===== src/rtl/axis_frame_gen.sv =====
// AXI-stream frame generator: accepts a length command and emits one frame with a byte-counting pattern.
// Optional inter-frame idle gap enabled by defining AXIS_FRAME_GEN_GAP_EN (length set by GAP_CYCLES).
module axis_frame_gen #(
    parameter int DATA_WIDTH  = 64,
    parameter int KEEP_ENABLE = (DATA_WIDTH > 8),
    parameter int KEEP_WIDTH  = DATA_WIDTH / 8,
    parameter int LEN_WIDTH   = 16,
    parameter int GAP_CYCLES  = 4
) (
    input  logic                  clk,
    input  logic                  rst_n,
    input  logic [LEN_WIDTH-1:0]  cmd_len,
    input  logic                  cmd_valid,
    output logic                  cmd_ready,
    output logic [DATA_WIDTH-1:0] m_axis_tdata,
    output logic [KEEP_WIDTH-1:0] m_axis_tkeep,
    output logic                  m_axis_tvalid,
    input  logic                  m_axis_tready,
    output logic                  m_axis_tlast,
    output logic                  busy,
    output logic [1:0]            dbg_state
);

    // Handshakes: a command transfers when cmd_valid && cmd_ready, a beat when
    // m_axis_tvalid && m_axis_tready; a presented beat is held unchanged until it transfers.

    localparam logic [1:0] S_IDLE = 2'd0;
    localparam logic [1:0] S_SEND = 2'd1;
    localparam logic [1:0] S_GAP  = 2'd2;

`ifdef AXIS_FRAME_GEN_GAP_EN
    localparam int GAP_LEN = GAP_CYCLES;
`else
    localparam int GAP_LEN = 0 * GAP_CYCLES;
`endif

    // Amount consumed per beat: bytes when tkeep is meaningful, otherwise one beat.
    localparam logic [LEN_WIDTH-1:0] STEP =
        (KEEP_ENABLE != 0) ? LEN_WIDTH'(KEEP_WIDTH) : LEN_WIDTH'(1);

    logic [1:0]            r_state;
    logic [LEN_WIDTH-1:0]  r_rem;
    logic [7:0]            r_beat;
    logic [DATA_WIDTH-1:0] r_tdata;
    logic [KEEP_WIDTH-1:0] r_tkeep;
    logic                  r_tvalid;
    logic                  r_tlast;

    logic                  w_accept;
    logic                  w_fire;
    logic                  w_last_fire;
    logic [7:0]            w_nxt_beat;
    logic [LEN_WIDTH-1:0]  w_nxt_rem;
    logic [DATA_WIDTH-1:0] w_nxt_data;
    logic [KEEP_WIDTH-1:0] w_nxt_keep;
    logic                  w_nxt_last;

    assign cmd_ready     = rst_n && (r_state == S_IDLE);
    assign w_accept      = cmd_valid && cmd_ready;
    assign w_fire        = r_tvalid && m_axis_tready;
    assign w_last_fire   = (r_state == S_SEND) && w_fire && r_tlast;

    assign m_axis_tdata  = r_tdata;
    assign m_axis_tkeep  = r_tkeep;
    assign m_axis_tvalid = r_tvalid;
    assign m_axis_tlast  = r_tlast;
    assign busy          = (r_state != S_IDLE);
    assign dbg_state     = r_state;

    // The beat to present next: beat 0 of a new command, or the successor of the current beat.
    always_comb begin
        w_nxt_beat = 8'd0;
        w_nxt_rem  = cmd_len;
        if (r_state == S_SEND) begin
            w_nxt_beat = r_beat + 8'd1;
            w_nxt_rem  = r_rem - STEP;
        end
    end

    // w_nxt_rem counts what is still owed including this beat, so lanes below it are valid.
    always_comb begin
        w_nxt_data = '0;
        w_nxt_keep = '0;
        for (int j = 0; j < KEEP_WIDTH; j++) begin
            if ((KEEP_ENABLE == 0) || (w_nxt_rem > LEN_WIDTH'(j))) begin
                w_nxt_keep[j]        = 1'b1;
                w_nxt_data[j*8 +: 8] = w_nxt_beat * 8'(KEEP_WIDTH) + 8'(j);
            end
        end
        if (KEEP_ENABLE != 0) begin
            w_nxt_last = (w_nxt_rem <= LEN_WIDTH'(KEEP_WIDTH));
        end else begin
            w_nxt_last = (w_nxt_rem == LEN_WIDTH'(1));
        end
    end

`ifdef AXIS_FRAME_GEN_GAP_EN
    localparam int GW = (GAP_LEN > 1) ? $clog2(GAP_LEN) : 1;

    logic [GW-1:0] r_gap_cnt;

    always_ff @(posedge clk) begin
        if (!rst_n) begin
            r_gap_cnt <= '0;
        end else if (w_last_fire) begin
            r_gap_cnt <= (GAP_LEN > 0) ? GW'(GAP_LEN - 1) : '0;
        end else if ((r_state == S_GAP) && (r_gap_cnt != '0)) begin
            r_gap_cnt <= r_gap_cnt - 1'b1;
        end
    end
`endif

    always_ff @(posedge clk) begin
        if (!rst_n) begin
            r_state  <= S_IDLE;
            r_rem    <= '0;
            r_beat   <= '0;
            r_tdata  <= '0;
            r_tkeep  <= '0;
            r_tvalid <= 1'b0;
            r_tlast  <= 1'b0;
        end else begin
            case (r_state)
                S_IDLE: begin
                    // A zero-length command is consumed without producing any beat.
                    if (w_accept && (cmd_len != '0)) begin
                        r_state  <= S_SEND;
                        r_rem    <= w_nxt_rem;
                        r_beat   <= w_nxt_beat;
                        r_tdata  <= w_nxt_data;
                        r_tkeep  <= w_nxt_keep;
                        r_tlast  <= w_nxt_last;
                        r_tvalid <= 1'b1;
                    end
                end
                S_SEND: begin
                    if (w_fire) begin
                        if (r_tlast) begin
                            r_tvalid <= 1'b0;
                            r_tlast  <= 1'b0;
                            r_tdata  <= '0;
                            r_tkeep  <= '0;
                            r_state  <= (GAP_LEN > 0) ? S_GAP : S_IDLE;
                        end else begin
                            r_rem    <= w_nxt_rem;
                            r_beat   <= w_nxt_beat;
                            r_tdata  <= w_nxt_data;
                            r_tkeep  <= w_nxt_keep;
                            r_tlast  <= w_nxt_last;
                        end
                    end
                end
`ifdef AXIS_FRAME_GEN_GAP_EN
                S_GAP: begin
                    if (r_gap_cnt == '0) begin
                        r_state <= S_IDLE;
                    end
                end
`endif
                default: r_state <= S_IDLE;
            endcase
        end
    end

endmodule

===== config.mk =====
export PLATFORM = sky130hd
export DESIGN_NAME = axis_frame_gen
export DESIGN_NICKNAME = d
export VERILOG_FILES = /design/src/rtl/axis_frame_gen.sv
export SDC_FILE = /design/constraint.sdc
export NUM_CORES = 1
export LEC_CHECK = 0
export ABC_CLOCK_PERIOD_IN_PS = 2800
export BUFFER_PORTS_ARGS = -buffer_cell sky130_fd_sc_hd__buf_2
export CORE_ASPECT_RATIO = 0.9
export CORE_MARGIN = 3
export CORE_UTILIZATION = 47
export CTS_CLUSTER_DIAMETER = 100
export DETAILED_ROUTE_END_ITERATION = 10
export PLACE_DENSITY = 0.87
export RECOVER_POWER = 25
export SLEW_MARGIN = 20
export SYNTH_ARGS = -nofsm -noshare
export SYNTH_HDL_FRONTEND = slang
export SYNTH_SLANG_ARGS = --single-unit
export TNS_END_PERCENT = 50

===== constraint.sdc =====
create_clock -name clk -period 2.8 [get_ports clk]
set_input_delay 0 -clock clk [delete_from_list [all_inputs] [get_ports clk]]
set_output_delay 0 -clock clk [all_outputs]
set_load 0.02 [all_outputs]

==> out/metrics.csv <==
metric,value,unit
status,finished clean,
clock_skew,0.0141,ns
seqCellArea,0.00142,mm2
max-slew-margin-rel,0.555,
antenna_found_initial,0,
dieHeight,86.1,um
clk_latency,0.35,ns
synth.largest_area_cell,dfxtp_1,
setup_viol,0,
synth.most_common_cell,dfxtp_1,
critPathCapture,m_axis_tkeep[3],
hpwl,6.53,mm
synth_ff_type,dfxtp_1,
final_util,0.598,
synth_fa_ha_area_frac,0.00747,
antenna_cells,0,
post-place-ws,-0.00752,ns
max_freq,366,MHz
ir_drop,0.374,mV
clock_sink_count,71,
maxCapViolCount,0,
drive_gt1_frac,0.247,
ys_async_sr_fraction,0,
worstHoldPathType,in -> reg,
crit_buf_inv,2,
synthXorXnorAreaFrac,0.0105,
root_buffer,clkbuf_8,
syn-cell-area,0.00335,mm2
p_per_area,593,mW/mm2
synthCells,370,
ctsLongestPathBuffers,2,
worstPathCellList,"inv_1, ha_1, or3b_2, buf_4, and3_1, nor4_4, and4b_2, a31oi_2, a221o_1",
via_per_inst,6.06,
grt_max_degree,28,
required,3.03,ns
synth_top_area_frac,0.424,
ys_types,52,
ff2ff_path_depth,9,
timing.rr.end,m_axis_tkeep[3],
place_inst,518,
cpMaxStageDelayCell,or3b_2,
grt_pass1_vias,2853,
crit_path_max_incr_delay,0.47,ns
synth_compound_area_frac,0.264,
synthTopCellsByArea,"dfxtp_1 (42%), a221o_1 (7.2%), buf_4 (6.1%), o2bb2ai_1 (4.7%), a21oi_1 (3.0%)",
seq_area_frac_synth,0.424,
min_period_over_period,0.977,
path_clk_slew,0.08,ns
syn_area_per_cell,9.05,um2
whs,0.0253,ns
synth_mux_area_frac,0.0187,
reg2reg_slack,0.06,ns
synth_simple_gate_area_frac,0.174,
start_util,0.498,
rsz0062_at_grt,true,
worst_setup_path_start_kind,register,
hold_viol,0,
setup.worst_path.start,r_rem[3],
synth_top_family_by_area,compound AO/OA/AOI/OAI gates,
multiInputGateArea,0.00171,mm2
io_pins,98,
io_buffers,84,
wire_per_inst,17.5,um
antenna_left,0,
p_leak,1.71,nW
reg2reg_from,r_rem[3],
area_growth,20.1,%
report.final.slew_viol_count,0,
crit_family,simple AND/OR/NAND/NOR gates,
period_needed,2.74,ns
wirelength,9.44,mm
dr.pass1.iters,5,
synth_edf_count,0,
finalPower,2.39,mW
grt.overflow.total,0,
grt_pass1_wl,14.6,mm
nFillCells,598,
core_area,0.00673,mm2
rows,28,
synth_seq_cells,71,
place_congestion,0.921,
numCtsBuffers,9,
critPathMaxFanout,8,
die_x,95.0,um
drtIter0Drc,433,
track_usage,0.226,
cts_tree,done,
htree_levels,3,
worst_slack,0.0648,ns
worst_pin_slew,0.665,ns
critical_path_class,reg -> reg,
drc_errors,0,
crit_cells,9,
synthTopCellsByCount,"dfxtp_1 (71), buf_4 (27), nor2_1 (25), a221o_1 (24), clkbuf_1 (24)",
endpoint_kind,register,
arrival,2.97,ns
vias,3269,
dieArea,0.00818,mm2
yosysWarnings,0,
final_nets,467,
stdcell_count,539,
==> layout make-up <==
type / count / area share
clock buffers: 10 / 0.0342
clock inverters: 5 / 0.0143
inverters: 7 / 0.00653
multi-input cells: 250 / 0.426
flip-flops and latches: 71 / 0.353
well taps: 90 / 0.0280
repair buffers: 106 / 0.138
==> cells by family after synthesis <==
group	after synthesis
adder cells (fa/ha/maj)	2
AND/OR/NAND/NOR	106
other	1
multiplexers	6
AO/OA/AOI/OAI	118
buffers and inverters	62
XOR/XNOR	4
flip-flops	71
==> placed cells by master (no fill, tap or decap), drive strengths merged, types with 4 or more instances in the layout <==
cell,synthesis,routed
or2,5,5
and2,11,11
o2bb2ai,18,18
conb,1,13
clkinv,1,4
o31ai,6,6
mux2i,4,4
o21ai,13,13
nand3,5,5
a21oi,20,20
nor3,6,6
a31oi,11,11
clkbuf,24,41
inv,6,7
a221o,24,24
nor2,25,25
nor2b,4,4
nor4,4,4
o22ai,4,4
nand2,20,20
a22oi,4,4
or4,8,8
or3,7,7
buf,31,72
dfxtp,71,71
==> worst min-delay path by stage <==
stage	endpoint	slack, ns	cells after the start	start
3_3_place_gp	r_rem[1]	0.31	3	cmd_len[1]
3_5_place_dp	dbg_state[0]	0.33	3	m_axis_tready
5_1_grt	r_rem[12]	0.04	3	rst_n
6_report	r_rem[12]	0.03	3	rst_n
4_1_cts	r_rem[12]	0.02	3	rst_n
2_1_floorplan	r_rem[0]	0.15	2	cmd_len[0]
==> layer usage <==
metal | routed length (um) | part of all wire | vias to the layer above | track usage
met3 | 896 | 0.095 | 21 | 0.0553
li1 | - | - | 1493 | -
met4 | 228 | 0.024 | 0 | 0.0813
met2 | 4200 | 0.44 | 184 | 0.328
met1 | 4120 | 0.44 | 1571 | 0.323
met5 | 0 | 0 | - | 0
==> worst register-to-register path, cell delays in order (launching register included) <==
cell and delay (ns):
dfxtp_1 0.32, inv_1 0.11, ha_1 0.18, or3b_2 0.47, buf_4 0.18, and3_1 0.22
nor4_4 0.30, and4b_2 0.39, a31oi_2 0.18, a221o_1 0.30
==> sequential cells by signal (all words and copies together), names as in the netlist <==
signal / cells
dbg_state: 1
m_axis_tkeep: 7
m_axis_tlast: 1
r_beat: 5
m_axis_tdata: 41
r_rem: 16
==> metrics by stage <==
step           setup TNS [ns]  cell area (um2)
3_5_place_dp          -0.0139             3740
6_report                    0             4020
4_1_cts                     0             3990
3_3_place_gp                0             3740
5_1_grt                -0.349             4020
2_1_floorplan               0             3390
==> what timing repair did <==
| item | CTS | global route |
|---|---|---|
| endpoints found under the hold margin | 3 | 0 |
| hold buffers | 3 | 0 |
| setup endpoints to repair | 4 | 42 |
| gates resized for setup | 1 | 13 |
| buffers inserted | 2 | 0 |
| pin swaps | 1 | 2 |
| cloned | 0 | 1 |
==> where the power goes <==
part | internal [mW] | switching [mW] | leakage (nW)
Combinational | 0.170 | 0.305 | 1.03
Clock | 0.432 | 0.388 | 0.103
Sequential | 1.05 | 0.0376 | 0.577
(Power assumes the default switching activity.)
